===== src/rtl/iscas_bist_ctrl.sv =====
// LFSR/MISR built-in self-test controller for ISCAS89 benchmark cores.
// Optional macro BIST_DUT_CE_EN adds a dut_ce output that is high only in WARM and RUN.
module iscas_bist_ctrl #(
  parameter int              IN_W      = 35,
  parameter int              OUT_W     = 23,
  parameter logic [IN_W-1:0] LFSR_TAPS = 35'h5_0000_0000,
  parameter logic [IN_W-1:0] LFSR_SEED = {{(IN_W-1){1'b0}}, 1'b1},
  parameter logic [OUT_W-1:0] MISR_TAPS = 23'h42_0000,
  parameter int              CNT_W     = 16,
  parameter int              WARMUP    = 4
) (
  input  logic             clk,
  input  logic             rst,
  input  logic             start,
  input  logic [CNT_W-1:0] num_patterns,
  input  logic [OUT_W-1:0] golden,
  output logic [IN_W-1:0]  dut_in,
  input  logic [OUT_W-1:0] dut_out,
  output logic             busy,
  output logic             done,
  output logic [OUT_W-1:0] signature,
  output logic             pass
`ifdef BIST_DUT_CE_EN
  ,
  output logic             dut_ce
`endif
);

  // The warm-up counter counts up to WARMUP, so it needs room for that value.
  localparam int WARM_W    = (WARMUP > 0) ? $clog2(WARMUP + 1) : 1;
  localparam int WARM_LAST = (WARMUP > 0) ? WARMUP - 1 : 0;

  typedef enum logic [2:0] {IDLE, SEED, WARM, RUN, DONE} state_t;

  state_t              state;
  state_t              state_nxt;
  logic [IN_W-1:0]     lfsr;
  logic [OUT_W-1:0]    misr;
  logic [CNT_W-1:0]    cnt;
  logic [CNT_W-1:0]    npat;
  logic [WARM_W-1:0]   warm;
  logic [IN_W-1:0]     lfsr_next;
  logic [OUT_W-1:0]    misr_next;

  if (LFSR_SEED == '0) begin : g_seed_check
    $error("iscas_bist_ctrl: LFSR_SEED must be nonzero");
  end

  assign lfsr_next = {lfsr[IN_W-2:0], ^(lfsr & LFSR_TAPS)};
  assign misr_next = {misr[OUT_W-2:0], ^(misr & MISR_TAPS)} ^ dut_out;

  always_comb begin
    state_nxt = state;
    case (state)
      IDLE, DONE: if (start) state_nxt = SEED;
      SEED: begin
        if (WARMUP > 0)        state_nxt = WARM;
        else if (npat != '0)   state_nxt = RUN;
        else                   state_nxt = DONE;
      end
      WARM: if (warm == WARM_LAST[WARM_W-1:0]) state_nxt = (npat != '0) ? RUN : DONE;
      RUN:  if (cnt == npat - CNT_W'(1)) state_nxt = DONE;
      default: state_nxt = IDLE;
    endcase
  end

  // Status outputs are registered from the next state so they line up with the state register.
  always_ff @(posedge clk) begin
    if (rst) begin
      state <= IDLE;
      lfsr  <= '0;
      misr  <= '0;
      cnt   <= '0;
      warm  <= '0;
      npat  <= '0;
      busy  <= 1'b0;
      done  <= 1'b0;
`ifdef BIST_DUT_CE_EN
      dut_ce <= 1'b0;
`endif
    end else begin
      state <= state_nxt;
      busy  <= (state_nxt == SEED) || (state_nxt == WARM) || (state_nxt == RUN);
      done  <= (state_nxt == DONE);
`ifdef BIST_DUT_CE_EN
      dut_ce <= (state_nxt == WARM) || (state_nxt == RUN);
`endif
      case (state)
        IDLE, DONE: if (start) npat <= num_patterns;
        SEED: begin
          lfsr <= LFSR_SEED;
          misr <= '0;
          cnt  <= '0;
          warm <= '0;
        end
        WARM: begin
          lfsr <= lfsr_next;
          warm <= warm + 1'b1;
        end
        RUN: begin
          lfsr <= lfsr_next;
          misr <= misr_next;
          cnt  <= cnt + 1'b1;
        end
        default: ;
      endcase
    end
  end

  assign dut_in    = lfsr;
  assign signature = misr;
  assign pass      = done && (signature == golden);

endmodule


===== config.mk =====
export PLATFORM = sky130hd
export DESIGN_NAME = iscas_bist_ctrl
export DESIGN_NICKNAME = d
export VERILOG_FILES = /design/src/rtl/iscas_bist_ctrl.sv
export SDC_FILE = /design/constraint.sdc
export NUM_CORES = 1
export LEC_CHECK = 0
export CORE_MARGIN = 3
export CORE_UTILIZATION = 53
export DETAILED_ROUTE_END_ITERATION = 7
export HOLD_SLACK_MARGIN = 0.06
export PLACE_DENSITY = 0.87
export RECOVER_POWER = 25
export SYNTH_ARGS = -nofsm -noshare
export SYNTH_HDL_FRONTEND = slang
export SYNTH_SLANG_ARGS = --single-unit

===== constraint.sdc =====
create_clock -name clk -period 4.34 [get_ports clk]
set_input_delay 0.868 -clock clk [delete_from_list [all_inputs] [get_ports clk]]
set_output_delay 0.868 -clock clk [all_outputs]
set_load 0.1 [all_outputs]

==> impl_metrics.ini <==
[layout]
syn_to_final_growth_pct = 29.8
nets = 747
final_common_cell = clkdlybuf4s50_1
drive_above_1_share_pct = 4.54
n_antenna_cell = 0
final_cells = 791
most-common-layout-cells = 123 x clkdlybuf4s50_1, 98 x dfxtp_1, 86 x nor2_1, 60 x a22oi_1, 55 x nand2_1

[floorplan]
io_pins = 126
start_util_pct = 54.8
core_um2 = 8810
fp.dieArea_um2 = 10300
num_rows = 34
die_h_um = 101
die_w_um = 101

[sta]
maxSlewViolCount = 64
setup_tns_ns = 0
post-route-period-util_pct = 81.3
slew_headroom_pct = -84.4
fin_skew_ns = 0.0107
final_hold_viol_count = 0
rsz0062_at_grt = false
setup_viol = 0
tightest_slew_ns = 2.77
clock.fmax_mhz = 283
min_period_ns = 3.53

[synthesis]
ys_warn_count = 0
synth_top_flop_cell = dfxtp_1
netlist_instances = 582
ys_types = 56
ys_seq_area_share_pct = 40.6
avgSynthCellArea_um2 = 8.30
synthesis.nets = 651
ys_seq_elements = 98
netlist_area_um2 = 4830
synth-edff-count = 0
synth-async-reset-ratio_pct = 0

[critical_path]
worstPathArrival_ns = 3.76
end_kind = flop
startpoint_type = input pin
startpoint = rst
cp_max_fo = 63
worstPathRequired_ns = 4.57
critical_path_class = in -> reg
rr_startpoint = npat[0]

[power]
ir_worst_vdd_mv = 0.213
p_per_area_nw_per_um2 = 302
finalPower_mw = 1.89
p_leak_nw = 2.32

[placed_design]
io_buffer_count = 125
gp_congestion = 0.934
dp_hpwl_mm = 9.38
dp_cells = 775

[hold_path]
hold_class = reg -> reg
min_from = warm[2]

[global_routing]
grt_overflow = 0
antenna_found_initial = 0
grt.total_usage_pct = 25.5
grt_pass1_wl_mm = 21.0
grt_max_degree = 64
grt_pass1_vias = 4258

[clocking]
cts_tree = yes
ctsHtreeMaxLevel = 3
numCtsBuffers = 9
ctsHoldBuffers = 0
path_clk_slew_ns = 0.10
postCtsResizedCells = 0
insertion_delay_ns = 0.37
cts_sinks = 98
post_cts_buffers = 0
cts_root_buf = clkbuf_8
cts_buffer_depth = 2

[route]
first_pass_iters = 4
vias = 4566
drtAntennaViolNets = 0
drtIter0Drc = 224
wl_mm = 13.1
routedWlPerCell_um = 16.5
vias_per_cell = 5.77
drc = 0

[job]
max-cap-violations = 1

[status]
status = complete, but fails checks
violations = capacitance limit, slew limit
[cells by family after synthesis]
| kind of cell | count (synthesis) | synth area share (%) |
|---|---|---|
| xor+xnor | 69 | 12.5 |
| fa+ha+maj | 4 | 1.04 |
| flops | 98 | 40.6 |
| buf+inv | 55 | 4.43 |
| simple gates | 219 | 21.4 |
| compound gates | 136 | 19.8 |
| mux | 1 | 0.207 |
[cell type report]
class                           count  area [µm²]
Multi-Input combinational cell    429        2660
Fill cell                         684        2540
Sequential cell                    98        1960
Timing Repair Buffer              129        1270
Clock buffer                       10         138
Tap cell                          108         135
Clock inverter                      6        62.6
Inverter                           11        41.3
[final timing paths]
check | end | slack (ns) | cells past startpoint
min | warm[2] | 0.47 | 2
max reg2reg | busy | 1.49 | 8
min reg2reg | warm[2] | 0.47 | 2
max | dut_in[5] | 0.81 | 3
[report_power, final]
group          internal, mW  total (mW)  switching [mW]
Sequential            0.917       0.952          0.0347
Combinational         0.146       0.349           0.204
Clock                 0.245       0.590           0.345
[metrics by stage]
step           hold WS [ns]  instance area (µm²)  utilization, %  worst slack [ns]
2_1_floorplan         0.436                 4830               -             0.749
3_3_place_gp          0.447                 6070            69.0              1.19
3_5_place_dp          0.465                 6070            69.0              1.09
4_1_cts               0.479                 6270            71.2              1.09
5_1_grt               0.507                 6270            71.2             0.572
6_report              0.472                 6270            71.2             0.811
[sequential cells by signal, indices dropped and copies added, names as in the netlist]
signal / cells
signature: 23
cnt: 16
npat: 16
warm: 3
busy: 1
done: 1
state: 3
dut_in: 35
[critical path: stages]
cell	delay [ns]
clkbuf_1	1.93
clkbuf_2	0.82
nor2_1	0.12
[Yosys cell counts, types with 6 or more instances]
cell	instances	area share, %
clkbuf_1	41	3.2
nand2_1	55	4.3
a21oi_1	36	3.7
a21o_1	6	0.93
nand4_1	10	1.3
nor2_1	86	6.7
dfxtp_1	98	41
xnor2_1	22	4.0
a22oi_1	60	9.3
o21ai_0	9	0.93
nor3_1	18	1.9
inv_1	11	0.86
nor4_1	8	1.0
nand3_1	7	0.73
xor2_1	47	8.5
[routing by layer]
metal	wire [µm]	global-route usage, %
met1	5490	33.1
met5	0	0
met3	805	6.27
met2	6560	42.2
met4	215	7.46
Note: power is estimated with default switching activity, not from simulation.
